===== config.mk =====
export PLATFORM = sky130hd
export DESIGN_NAME = ifu_fetch
export DESIGN_NICKNAME = d
export VERILOG_FILES = /design/src/rtl/ifu_pkg.sv /design/src/rtl/ifu_fifo.sv /design/src/rtl/ifu_fetch.sv
export SDC_FILE = /design/constraint.sdc
export NUM_CORES = 1
export LEC_CHECK = 0
export CORE_UTILIZATION = 56
export DETAILED_ROUTE_END_ITERATION = 6
export GPL_ROUTABILITY_DRIVEN = 0
export PLACE_DENSITY = 0.86
export SYNTH_ARGS = -nofsm -noshare
export SYNTH_HDL_FRONTEND = slang
export SYNTH_SLANG_ARGS = --single-unit

===== constraint.sdc =====
create_clock -name clk -period 14.9 [get_ports clk]
set_input_delay 2.98 -clock clk [delete_from_list [all_inputs] [get_ports clk]]
set_output_delay 2.98 -clock clk [all_outputs]
set_load 0.02 [all_outputs]

===== src/rtl/ifu_pkg.sv =====
// Shared types and constants for the instruction fetch unit.
// Fetch FSM states and the fetch-queue entry layout.
package ifu_pkg;

   localparam logic [31:0] RESET_PC = 32'h0000_3000;

   typedef enum logic [1:0] {
      S_IDLE = 2'd0,
      S_WAIT = 2'd1,
      S_DROP = 2'd2
   } fetch_state_e;

   typedef struct packed {
      logic [31:0] instr;
      logic [31:0] pc;
   } ifu_entry_t;

endpackage


===== src/rtl/ifu_fifo.sv =====
// Small fetch queue: push/pop/flush with occupancy count.
// Depth must be a power of two so the pointers wrap naturally.
module ifu_fifo
   import ifu_pkg::*;
#(
   parameter int DEPTH = 2,
   localparam int AW = $clog2(DEPTH),
   localparam int CW = AW + 1
) (
   input  logic          i_clk,
   input  logic          i_rst,
   input  logic          i_push,
   input  ifu_entry_t    i_data,
   input  logic          i_pop,
   input  logic          i_flush,
   output logic          o_valid,
   output ifu_entry_t    o_head,
   output logic [CW-1:0] o_count
);

   logic [AW-1:0] r_wp;
   logic [AW-1:0] r_rp;
   logic [CW-1:0] r_cnt;
   ifu_entry_t    r_mem [DEPTH];

   // pointers and occupancy; a flush discards everything queued
   always_ff @(posedge i_clk or posedge i_rst) begin
      if (i_rst) begin
         r_wp  <= '0;
         r_rp  <= '0;
         r_cnt <= '0;
      end else if (i_flush) begin
         r_wp  <= '0;
         r_rp  <= '0;
         r_cnt <= '0;
      end else begin
         if (i_push)
            r_wp <= r_wp + 1'b1;
         if (i_pop)
            r_rp <= r_rp + 1'b1;
         r_cnt <= r_cnt + CW'(i_push) - CW'(i_pop);
      end
   end

   // entry storage; contents are only observed while counted valid
   always_ff @(posedge i_clk) begin
      if (i_push && !i_flush)
         r_mem[r_wp] <= i_data;
   end

   assign o_valid = (r_cnt != '0);
   assign o_head  = r_mem[r_rp];
   assign o_count = r_cnt;

endmodule


===== src/rtl/ifu_fetch.sv =====
// Instruction fetch unit: PC register, imem req/ack, fetch queue.
// Slots are reserved at request time so the queue cannot overflow.
module ifu_fetch #(
   parameter logic [31:0] RESET_PC = ifu_pkg::RESET_PC,
   parameter int          QDEPTH   = 2
) (
   input  logic        clk,
   input  logic        rst,
   output logic        imem_req,
   output logic [31:0] imem_addr,
   input  logic        imem_ack,
   input  logic [31:0] imem_rdata,
   input  logic        redirect,
   input  logic [31:0] redirect_pc,
   output logic        id_valid,
   input  logic        id_ready,
   output logic [31:0] id_instr,
   output logic [31:0] id_pc,
   output logic [31:0] id_pc4
);

   import ifu_pkg::*;

   localparam int CW = $clog2(QDEPTH) + 1;

   fetch_state_e r_state;
   fetch_state_e w_state_nxt;
   logic [31:0]  r_fetch_pc;
   logic [31:0]  w_fetch_pc_nxt;
   logic [31:0]  r_addr;
   logic [31:0]  w_addr_nxt;
   logic [31:0]  w_rpc;
   logic [31:0]  w_pc_inc;
   logic         w_push;
   logic         w_pop;
   logic         w_fifo_valid;
   logic [CW-1:0] w_count;
   logic [CW-1:0] w_free;
   ifu_entry_t   w_head;
   ifu_entry_t   w_push_data;

   assign w_rpc       = redirect_pc & ~32'h3;
   assign w_pc_inc    = r_fetch_pc + 32'd4;
   assign w_pop       = w_fifo_valid & id_ready;
   assign w_free      = CW'(QDEPTH) - w_count + CW'(w_pop);
   assign w_push_data = {imem_rdata, r_fetch_pc};

   ifu_fifo #(
      .DEPTH (QDEPTH)
   ) u_fifo (
      .i_clk   (clk),
      .i_rst   (rst),
      .i_push  (w_push),
      .i_data  (w_push_data),
      .i_pop   (w_pop),
      .i_flush (redirect),
      .o_valid (w_fifo_valid),
      .o_head  (w_head),
      .o_count (w_count)
   );

   // next-state, next fetch PC and request address; redirect wins
   always_comb begin
      w_state_nxt    = r_state;
      w_fetch_pc_nxt = r_fetch_pc;
      w_addr_nxt     = r_addr;
      w_push         = 1'b0;
      if (redirect)
         w_fetch_pc_nxt = w_rpc;
      unique case (r_state)
         S_IDLE: begin
            if (redirect) begin
               w_state_nxt = S_WAIT;
               w_addr_nxt  = w_rpc;
            end else if (w_free != '0) begin
               w_state_nxt = S_WAIT;
               w_addr_nxt  = r_fetch_pc;
            end
         end
         S_WAIT: begin
            if (redirect) begin
               if (imem_ack)
                  w_addr_nxt = w_rpc;
               else
                  w_state_nxt = S_DROP;
            end else if (imem_ack) begin
               w_push         = 1'b1;
               w_fetch_pc_nxt = w_pc_inc;
               w_addr_nxt     = w_pc_inc;
               w_state_nxt    = (w_free > CW'(1)) ? S_WAIT : S_IDLE;
            end
         end
         S_DROP: begin
            if (imem_ack) begin
               w_state_nxt = S_WAIT;
               w_addr_nxt  = w_fetch_pc_nxt;
            end
         end
         default: w_state_nxt = S_IDLE;
      endcase
   end

   // state, fetch PC and request address registers
   always_ff @(posedge clk or posedge rst) begin
      if (rst) begin
         r_state    <= S_IDLE;
         r_fetch_pc <= RESET_PC;
         r_addr     <= RESET_PC;
      end else begin
         r_state    <= w_state_nxt;
         r_fetch_pc <= w_fetch_pc_nxt;
         r_addr     <= w_addr_nxt;
      end
   end

   assign imem_req  = (r_state != S_IDLE);
   assign imem_addr = r_addr;
   assign id_valid  = w_fifo_valid;
   assign id_instr  = w_fifo_valid ? w_head.instr : 32'd0;
   assign id_pc     = w_fifo_valid ? w_head.pc : 32'd0;
   assign id_pc4    = w_fifo_valid ? (w_head.pc + 32'd4) : 32'd0;

endmodule


==> results of run 1 <==
## state kept, by name (all words and copies together), names as in the netlist
signal and flops:
r_fetch_pc 32, u_fifo.r_rp 1, u_fifo.r_wp 1, r_state 2, u_fifo.o_count 2, u_fifo.r_mem 128, imem_addr 32
## cell usage in the layout, fill, tap and decap left out, types with 12 or more instances in the layout
cell                              netlist  layout
sky130_fd_sc_hd__clkdlybuf4s50_1        0     195
sky130_fd_sc_hd__edfxtp_1             128     128
sky130_fd_sc_hd__nor2_1               111     109
sky130_fd_sc_hd__nand2_1               85      85
sky130_fd_sc_hd__mux2i_1               67      67
sky130_fd_sc_hd__dfrtp_1               66      65
sky130_fd_sc_hd__o21ai_0               44      44
sky130_fd_sc_hd__xnor2_1               41      41
sky130_fd_sc_hd__nand3_1               26      26
sky130_fd_sc_hd__nor4_1                26      26
sky130_fd_sc_hd__nand4_1               21      21
sky130_fd_sc_hd__clkbuf_16              0      17
sky130_fd_sc_hd__mux2_2                16      16
sky130_fd_sc_hd__a21oi_1               15      15
sky130_fd_sc_hd__nor3_1                15      15
sky130_fd_sc_hd__inv_1                 15      14
sky130_fd_sc_hd__xor2_1                12      12
## worst paths after layout
| check | start | to | slack [ns] | cells after the start |
|---|---|---|---|---|
| max | u_fifo.r_rp | id_pc4[23] | 7.35 | 7 |
| min | r_fetch_pc[1] | u_fifo.r_mem[0][1] | 0.47 | 0 |
| max reg2reg | u_fifo.o_count[1] | u_fifo.r_mem[0][49] | 9.97 | 11 |
| min reg2reg | r_fetch_pc[1] | u_fifo.r_mem[0][1] | 0.47 | 0 |
| max in group asynchronous | rst | u_fifo.r_rp | 11.10 | 3 |
| min in group asynchronous | rst | imem_addr[8] | 3.11 | 3 |
## stage by stage
step	setup slack, ns	area [um2]
2_1_floorplan	7.616	9925
3_3_place_gp	7.874	11950
6_report	7.350	12520
3_5_place_dp	7.820	11950
5_1_grt	6.970	12520
4_1_cts	7.346	12520
## kinds of logic (layout without fill, tap and decap cells)
logic type / after synthesis / in the layout / share of synthesized area
multiplexers: 83 / 83 / 0.08573
adder cells (fa/ha/maj): 5 / 5 / 0.006304
AND/OR/NAND/NOR: 344 / 344 / 0.1710
AO/OA/AOI/OAI: 134 / 134 / 0.08951
buffers and inverters: 88 / 253 / 0.03643
flip-flops: 198 / 198 / 0.5643
XOR/XNOR: 53 / 53 / 0.04677
## final cells by class
class,instances,area [um2]
well taps,225,281.5
multi-input cells,619,3979
clock buffers,17,425.4
repair buffers,206,2032
flip-flops and latches,198,5604
fillers,1234,4773
clock inverters,15,145.1
inverters,15,56.30
## worst max-delay path, cell delays in order (launching register included)
cell and delay [ns]:
sky130_fd_sc_hd__dfrtp_4 0.59, sky130_fd_sc_hd__buf_4 0.83, sky130_fd_sc_hd__mux2i_1 0.31, sky130_fd_sc_hd__a21oi_1 0.44, sky130_fd_sc_hd__nand4_1 0.60, sky130_fd_sc_hd__nor3_1 0.44
sky130_fd_sc_hd__mux2_2 0.38, sky130_fd_sc_hd__clkdlybuf4s50_1 0.54
## Yosys cell counts (10+ instances only)
cell type                    n
sky130_fd_sc_hd__nand2_1    85
sky130_fd_sc_hd__a31oi_1    10
sky130_fd_sc_hd__nor3_1     15
sky130_fd_sc_hd__and2_1     10
sky130_fd_sc_hd__mux2i_1    67
sky130_fd_sc_hd__o31ai_1    11
sky130_fd_sc_hd__xor2_1     12
sky130_fd_sc_hd__edfxtp_1  128
sky130_fd_sc_hd__inv_1      15
sky130_fd_sc_hd__buf_2      12
sky130_fd_sc_hd__dfrtp_1    66
sky130_fd_sc_hd__nand3_1    26
sky130_fd_sc_hd__xnor2_1    41
sky130_fd_sc_hd__nand4_1    21
sky130_fd_sc_hd__clkbuf_1   51
sky130_fd_sc_hd__o21ai_0    44
sky130_fd_sc_hd__nor4_1     26
sky130_fd_sc_hd__mux2_2     16
sky130_fd_sc_hd__a21oi_1    15
sky130_fd_sc_hd__nor2_1    111
## routing by layer
| layer | up-vias | track usage | share of wire |
|---|---|---|---|
| met5 | - | 0 | 0 |
| met4 | 0 | 0.09051 | 0.020 |
| met3 | 36 | 0.06607 | 0.086 |
| met2 | 349 | 0.4365 | 0.47 |
| met1 | 3705 | 0.3604 | 0.42 |
| li1 | 3605 | - | - |
## power by group through the flow
stage / registers, W / clock network (W) / logic, W
after floorplan: 0.000825 / 0 / 0.000524
after global placement: 0.000805 / 0 / 0.000908
after detailed placement: 0.000811 / 0 / 0.000923
after CTS: 0.000801 / 0.000452 / 0.000931
after global routing: 0.000814 / 0.000472 / 0.000993
final: 0.000802 / 0.000445 / 0.000927
==> qor.tcl, run 1 <==
set qor(achievable-frequency_mhz) 132.5
set qor(design.die.area_um2) 18260
set qor(p_int_w) 0.001346
set qor(yosysTopAreaCell) {sky130_fd_sc_hd__edfxtp_1}
set qor(fin_total_pwr_w) 0.002174
set qor(grt_overflow) 0
set qor(fraction_of_layout_cells_with_a_size_suffix_above_1) 0.07477
set qor(via_count_of_the_first_global_routing_pass) 7300
set qor(crit_required_ns) 11.92
set qor(std_cell_rows) 48
set qor(coreArea_um2) 17300
set qor(grt_pass1_wl_um) 38040
set qor(critical_path_arrival_ns) 4.57
set qor(start_util) 0.5738
set qor(synth_nets) 979
set qor(p_clk_frac) 0.204
set qor(drv.max_cap_violation_count) 0
set qor(floorplan.die.height_um) 135.1
set qor(clkSinkCount) 198
set qor(slew_violations) 0
set qor(timing.final.hold_violations) 0
set qor(timing.final.setup_violations) 0
set qor(power_density_over_cell_area_nw_per_um2) 173.6
set qor(util_after_layout) 0.7240
set qor(avgRoutedWirePerCell_um) 18.73
set qor(netlist-cell-type-count) 63
set qor(grt_max_degree) 84
set qor(share_comb_of_total_power) 0.426
set qor(synth_edf_count) 128
set qor(ant_nets) 0
set qor(overall_die_width_um) 135.1
set qor(synthesis.instances) 905
set qor(pwr-share-seq) 0.369
set qor(worst_skew_pair.late_latency_ns) 0.44
set qor(clk_pin_slew_worst_paths_ns) 0.07
set qor(leakagePower_nw) 4.351
set qor(finalNonFillerCells) 1295
set qor(period_share) 0.5067
set qor(ios) 199
set qor(slew_headroom) 0.3205
set qor(worst-path-max-fanout) 69
set qor(fin_crit_period_ns) 7.550
set qor(insertedDiodeCount) 0
set qor(synthFlopType) {sky130_fd_sc_hd__edfxtp_1}
set qor(cts_inserted_buffers) 17
set qor(timing.setup.tns_ns) 0
set qor(dr.pass1.iters) 6
set qor(hold_buffers) 0
set qor(layout-area-overhead-vs-synth_pct) 26.19
set qor(ys_async_sr_fraction) 0.3535
set qor(drt_first_iter_violations) 758
set qor(cts_tree) {yes}
set qor(grt_setup_unrepaired) {false}
set qor(clock-skew-final_ns) 0.008980
set qor(synth-seq-area-share) 0.5643
set qor(worstSetupEndpointType) {output port}
set qor(syn-cell-area_um2) 9925
set qor(tightestPinTransition_ns) 1.019
set qor(portBuffers) 196
set qor(yosysWarnings) 0
set qor(htree_levels) 4
set qor(power_switching_w) 0.0008286
set qor(vias_per_cell) 5.942
set qor(track_usage) 0.2712
set qor(postCtsSetupRepairBufs) 0
set qor(run_status) {finished clean}
set qor(post_synth_main_area_contributors) {sky130_fd_sc_hd__edfxtp_1 (39%), sky130_fd_sc_hd__dfrtp_1 (17%), sky130_fd_sc_hd__mux2i_1 (6.8%)}
set qor(hpwl_um) 16590
set qor(antenna_found_initial) 0
set qor(worst_hold_path_type) {reg2reg}
set qor(final_nets) 1131
set qor(via_count) 7695
set qor(post_cts.resized_instances) 0
set qor(post_synth.cell_area_avg_um2) 10.97
set qor(clockRootBuffer) {sky130_fd_sc_hd__clkbuf_16}
set qor(category_of_the_worst_setup_path_launch_point) {flip-flop}
set qor(power.ir.vdd_worst_uv) 140.8
set qor(placed_cells_incl_taps) 1263
set qor(power_switching_share) 0.3811
set qor(remaining_drc_errors) 0
set qor(yosys.area.top_type_share) 0.3873
set qor(synth_seq_cells) 198
set qor(route.final.wire_length_um) 24260
set qor(cts-root-to-sink-buffers) 2
set qor(fin_worst_hold_slack_ns) 0.4746
set qor(crit_type) {reg2out}
Note: power is estimated with default switching activity, not from simulation.
==> inputs of run 2 (changes only) <==
--- a/config.mk
+++ b/config.mk
@@ -5,10 +5,10 @@
 export SDC_FILE = /design/constraint.sdc
 export NUM_CORES = 1
 export LEC_CHECK = 0
-export CORE_UTILIZATION = 56
+export CORE_UTILIZATION = 47
 export DETAILED_ROUTE_END_ITERATION = 6
 export GPL_ROUTABILITY_DRIVEN = 0
-export PLACE_DENSITY = 0.86
+export PLACE_DENSITY = 0.77
 export SYNTH_ARGS = -nofsm -noshare
 export SYNTH_HDL_FRONTEND = slang
 export SYNTH_SLANG_ARGS = --single-unit
==> constraint.sdc (replaced) <==
create_clock -name clk -period 6.8 [get_ports clk]
set_input_delay 1.36 -clock clk [delete_from_list [all_inputs] [get_ports clk]]
set_output_delay 1.36 -clock clk [all_outputs]
set_load 0.02 [all_outputs]
==> qor.tcl, run 2 (synthesis results as in run 1) <==
set qor(run_status) {finished clean}
set qor(slew_headroom) 0.3390
set qor(hold_buffers) 0
set qor(fillers) 1702
set qor(timing.final.hold_violations) 0
set qor(tightestPinTransition_ns) 0.9879
set qor(grt_max_degree) 71
set qor(fin_crit_period_ns) 5.418
set qor(max_flop_register) {u_fifo.r_mem}
set qor(final_nets) 1133
set qor(crit_type) {reg2out}
set qor(cts_inserted_buffers) 17
set qor(cts_tree) {yes}
set qor(clk_pin_slew_worst_paths_ns) 0.07
set qor(track_usage) 0.2282
set qor(slew_violations) 0
set qor(clock-skew-final_ns) 0.01073
set qor(period_share) 0.7967
set qor(clockRootBuffer) {sky130_fd_sc_hd__clkbuf_16}
set qor(highest_count_cells_in_the_layout_ignoring_fill_and_taps) {sky130_fd_sc_hd__clkdlybuf4s50_1 (195), sky130_fd_sc_hd__edfxtp_1 (128), sky130_fd_sc_hd__nor2_1 (109)}
set qor(via_count) 7587
set qor(critical_path_arrival_ns) 4.06
set qor(clkSinkCount) 198
set qor(critPathBufInv) 2
set qor(p_clk_frac) 0.231
set qor(critical_path.top_delay_family) {simple AND/OR/NAND/NOR gates}
set qor(drt_first_iter_violations) 577
set qor(util_after_layout) 0.6196
set qor(critical-path-top-cell-by-count) {sky130_fd_sc_hd__nand2_1}
set qor(route.final.wire_length_um) 24160
set qor(final_common_cell) {sky130_fd_sc_hd__clkdlybuf4s50_1}
set qor(largest_register_ffs) 128
set qor(antenna_found_initial) 0
set qor(layout-area-overhead-vs-synth_pct) 27.95
set qor(insertedDiodeCount) 0
set qor(hpwl_um) 16740
set qor(p_int_w) 0.003126
set qor(timing.critical_path.slowest_cell_delay_ns) 0.79
set qor(worst_hold_path_type) {reg2reg}
set qor(grt_pass1_wl_um) 38520
set qor(power_density_over_cell_area_nw_per_um2) 387.1
set qor(reg2reg_from) {r_state[1]}
set qor(pwr-share-seq) 0.361
set qor(timing.setup.tns_ns) 0
set qor(remaining_drc_errors) 0
set qor(post_cts.resized_instances) 0
set qor(worst_skew_pair.late_latency_ns) 0.43
set qor(portBuffers) 196
set qor(worstSetupEndpointType) {output port}
set qor(path_cells) {buf_4, nand2_1, o22ai_1, nand4_1, or4_1, nand2_1, clkdlybuf4s50_1}
set qor(drv.max_cap_violation_count) 0
set qor(std_cell_rows) 52
set qor(design.die.area_um2) 21700
set qor(dr.pass1.iters) 6
set qor(slowest_stage) {sky130_fd_sc_hd__dfrtp_4}
set qor(overall_die_width_um) 147.3
set qor(crit_required_ns) 5.44
set qor(ios) 199
set qor(cts-root-to-sink-buffers) 2
set qor(share_comb_of_total_power) 0.408
set qor(power_switching_share) 0.3640
set qor(leakagePower_nw) 4.402
set qor(power.ir.vdd_worst_uv) 183.0
set qor(grt_overflow) 0
set qor(min_from) {r_fetch_pc[1]}
set qor(htree_levels) 4
set qor(ant_nets) 0
set qor(finalWorstSetupSlack_ns) 1.382
set qor(power_switching_w) 0.001789
set qor(coreArea_um2) 20490
set qor(via_count_of_the_first_global_routing_pass) 7331
set qor(dp_worst_setup_slack_ns) 1.823
set qor(worst_setup_path_startpoint) {u_fifo.r_rp}
set qor(achievable-frequency_mhz) 184.6
set qor(floorplan.die.height_um) 147.3
set qor(category_of_the_worst_setup_path_launch_point) {flip-flop}
set qor(timing.final.setup_violations) 0
set qor(start_util) 0.4842
set qor(vias_per_cell) 5.654
set qor(worst-path-max-fanout) 38
set qor(avgRoutedWirePerCell_um) 18.00
set qor(fraction_of_layout_cells_with_a_size_suffix_above_1) 0.07649
set qor(postCtsSetupRepairBufs) 0
set qor(grt_setup_unrepaired) {false}
run 2: cell count changes in the layout (fill, tap and decap cells not counted), sizes merged:
cell	delta
bufinv	+5
clkinv	-4
inv	-3
buf	+2
clkbuf	+1
clkinvlp	+1
run 2: final cells by class:
type,instances,area (um2),share of cell area
sequential,198,5604,0.4413
clock buffer,18,429.2,0.03380
tap,270,337.8,0.02660
timing repair buffer,208,2047,0.1612
inverter,15,56.30,0.004434
clock inverter,14,245.2,0.01931
multi-input combinational,619,3979,0.3133
run 2: power groups by stage:
| stage | sequential, W | clock (W) | combinational, W |
|---|---|---|---|
| floorplan | 0.00181 | 0 | 0.00115 |
| global placement | 0.00179 | 0 | 0.00198 |
| detailed placement | 0.00180 | 0 | 0.00201 |
| CTS | 0.00178 | 0.00116 | 0.00202 |
| global route | 0.00181 | 0.00120 | 0.00216 |
| finish | 0.00178 | 0.00114 | 0.00200 |
run 2: path summary, 6_finish.rpt:
check | endpoint | slack [ns] | depth (start not counted)
min in group asynchronous | imem_addr[2] | 1.52 | 3
max | id_pc4[22] | 1.38 | 7
min reg2reg | u_fifo.r_mem[0][1] | 0.46 | 0
min | u_fifo.r_mem[0][1] | 0.46 | 0
max in group asynchronous | u_fifo.r_rp | 4.59 | 3
max reg2reg | u_fifo.r_mem[1][17] | 3.09 | 4
run 2: stage by stage:
step	hold slack (ns)	instance area, um2	cells	power (W)
after floorplan	0.4344	9925	905	0.002955
after global placement	0.4442	12020	1310	0.003771
after detailed placement	0.4497	12020	1310	0.003808
after CTS	0.4636	12700	1342	0.004953
after global routing	0.4725	12700	1342	0.005170
final	0.4616	12700	1342	0.004915
run 2: worst register-to-register path: stages (launching register included):
cell and delay [ns]:
sky130_fd_sc_hd__dfrtp_1 0.48, sky130_fd_sc_hd__nand2b_1 0.60, sky130_fd_sc_hd__nor2_1 0.95, sky130_fd_sc_hd__and3_2 0.68, sky130_fd_sc_hd__buf_4 0.59
run 2: per-layer routing:
metal,vias up,track usage,routed length [um]
met5,-,0,0
met4,0,0.09072,558
met3,38,0.03851,1606
met2,287,0.3599,11050
met1,3652,0.3144,10940
li1,3610,-,-
==> inputs of run 3 (changes only) <==
==> constraint.sdc (replaced) <==
create_clock -name clk -period 4.5 [get_ports clk]
set_input_delay 0.9 -clock clk [delete_from_list [all_inputs] [get_ports clk]]
set_output_delay 0.9 -clock clk [all_outputs]
set_load 0.02 [all_outputs]
==> qor.tcl, run 3 (synthesis results as in run 1) <==
set qor(run_status) {finished clean}
set qor(clkSinkCount) 198
set qor(grt_max_degree) 83
set qor(min_from) {r_fetch_pc[0]}
set qor(slew_headroom) 0.4371
set qor(finalWorstSetupSlack_ns) 0.1865
set qor(hold_depth) 0
set qor(cts_inserted_buffers) 17
set qor(final_common_cell) {sky130_fd_sc_hd__clkdlybuf4s50_1}
set qor(reg2reg_from) {u_fifo.o_count[1]}
set qor(critPathBufInv) 4
set qor(achievable-frequency_mhz) 231.8
set qor(coreArea_um2) 20490
set qor(hold_buffers) 0
set qor(highest_count_cells_in_the_layout_ignoring_fill_and_taps) {sky130_fd_sc_hd__clkdlybuf4s50_1 (195), sky130_fd_sc_hd__edfxtp_1 (128), sky130_fd_sc_hd__nor2_1 (109)}
set qor(cts-root-to-sink-buffers) 2
set qor(grt_setup_unrepaired) {false}
set qor(floorplan.die.height_um) 147.3
set qor(final_nets) 1141
set qor(grt_overflow) 0
set qor(insertedDiodeCount) 0
set qor(ant_nets) 0
set qor(remaining_drc_errors) 0
set qor(dr.pass1.iters) 5
set qor(grt_pass1_wl_um) 38240
set qor(max_flop_register) {u_fifo.r_mem}
set qor(crit_type) {reg2out}
set qor(layout-area-overhead-vs-synth_pct) 27.77
set qor(critical-path-top-cell-by-count) {sky130_fd_sc_hd__buf_4}
set qor(dp_worst_setup_slack_ns) 0.5583
set qor(timing.setup.tns_ns) 0
set qor(timing.final.hold_violations) 0
set qor(track_usage) 0.2258
set qor(slew_violations) 0
set qor(worst_hold_path_type) {reg2reg}
set qor(htree_levels) 4
set qor(worstRegToRegCells) 10
set qor(avgRoutedWirePerCell_um) 18.09
set qor(leakagePower_nw) 4.396
set qor(worstSetupEndpointType) {output port}
set qor(cts_tree) {yes}
set qor(path_cells) {mux2_2, ha_1, inv_1, a211oi_1, buf_4, nand4_1, buf_4, or4_1, nand2_1, clkdlybuf4s50_1}
set qor(drt_first_iter_violations) 598
set qor(portBuffers) 196
set qor(worst_skew_pair.late_latency_ns) 0.42
set qor(power_density_over_cell_area_nw_per_um2) 566.9
set qor(via_count) 7580
set qor(hpwl_um) 17270
set qor(clk_pin_slew_worst_paths_ns) 0.07
set qor(ios) 199
set qor(power.ir.vdd_worst_uv) 308.2
set qor(period_share) 0.9586
set qor(antenna_found_initial) 0
set qor(route.final.wire_length_um) 24420
set qor(fillers) 1653
set qor(start_util) 0.4842
set qor(largest_register_ffs) 128
set qor(ff2ff_setup_slack_ns) 1.07
set qor(critical_path_arrival_ns) 3.41
set qor(slowest_stage) {sky130_fd_sc_hd__dfrtp_4}
set qor(timing.critical_path.slowest_cell_delay_ns) 0.61
set qor(vias_per_cell) 5.615
set qor(worstHoldEndpoint) {u_fifo.r_mem[0][0]}
set qor(critical_path.top_delay_family) {buffers and inverters}
set qor(regToRegEndpoint) {u_fifo.r_mem[0][36]}
set qor(placed_area_um2) 12120
set qor(worst-path-max-fanout) 22
set qor(via_count_of_the_first_global_routing_pass) 7109
set qor(timing.final.setup_violations) 0
set qor(postLayoutCellArea_um2) 12680
set qor(category_of_the_worst_setup_path_launch_point) {flip-flop}
set qor(design.die.area_um2) 21700
set qor(tightestPinTransition_ns) 0.8426
set qor(fraction_of_layout_cells_with_a_size_suffix_above_1) 0.08333
set qor(std_cell_rows) 52
set qor(drv.max_cap_violation_count) 0
set qor(fin_crit_period_ns) 4.314
set qor(overall_die_width_um) 147.3
set qor(clock-skew-final_ns) 0.01128
set qor(clockRootBuffer) {sky130_fd_sc_hd__clkbuf_16}
set qor(crit_required_ns) 3.60
set qor(fin_worst_hold_slack_ns) 0.4765
run 3: repair_timing:
item	in CTS	in global routing
resized for setup	0	2
setup endpoints to repair	0	3
setup buffers	0	0
run 3: metal layers:
layer / track usage / up-vias / part of all wire
met3: 0.04130 / 42 / 0.079
met2: 0.3601 / 324 / 0.46
met4: 0.07165 / 0 / 0.015
met1: 0.3128 / 3583 / 0.44
li1: - / 3631 / -
met5: 0 / - / 0
run 3: cell type report:
class | instances | area, um2 | area share
clock buffer | 20 | 446.7 | 0.03522
clock inverter | 12 | 105.1 | 0.008288
inverter | 15 | 56.30 | 0.004440
multi-input combinational | 619 | 3983 | 0.3141
sequential | 198 | 5604 | 0.4419
tap | 270 | 337.8 | 0.02664
timing repair buffer | 216 | 2148 | 0.1694
run 3: worst max path at each step:
stage / from / depth (start not counted) / end / slack [ns]
2_1_floorplan: imem_ack / 7 / u_fifo.r_mem[1][0] / 0.31
3_3_place_gp: u_fifo.r_rp / 9 / id_pc4[22] / 0.58
3_5_place_dp: id_ready / 9 / u_fifo.r_mem[0][40] / 0.56
4_1_cts: u_fifo.r_rp / 9 / id_pc4[22] / 0.12
5_1_grt: u_fifo.r_rp / 10 / id_pc4[22] / 0.02
6_report: u_fifo.r_rp / 10 / id_pc4[22] / 0.19
run 3: report_power, final:
| part | switching (W) | total, W | internal [W] | leakage, nW |
|---|---|---|---|---|
| Clock | 0.000658 | 0.00143 | 0.000777 | 0.258 |
| Sequential | 0.000294 | 0.00265 | 0.00236 | 2.00 |
| Combinational | 0.00175 | 0.00310 | 0.00135 | 2.14 |
| Total | 0.00270 | 0.00719 | 0.00449 | 4.40 |
run 3: per-stage QoR:
stage            util  power, W  cells
2_1_floorplan       -  0.004460    905
5_1_grt        0.6187  0.007570   1350
3_5_place_dp   0.5915  0.005793   1318
6_report       0.6187  0.007189   1350
3_3_place_gp   0.5915  0.005741   1318
4_1_cts        0.6184  0.007240   1350
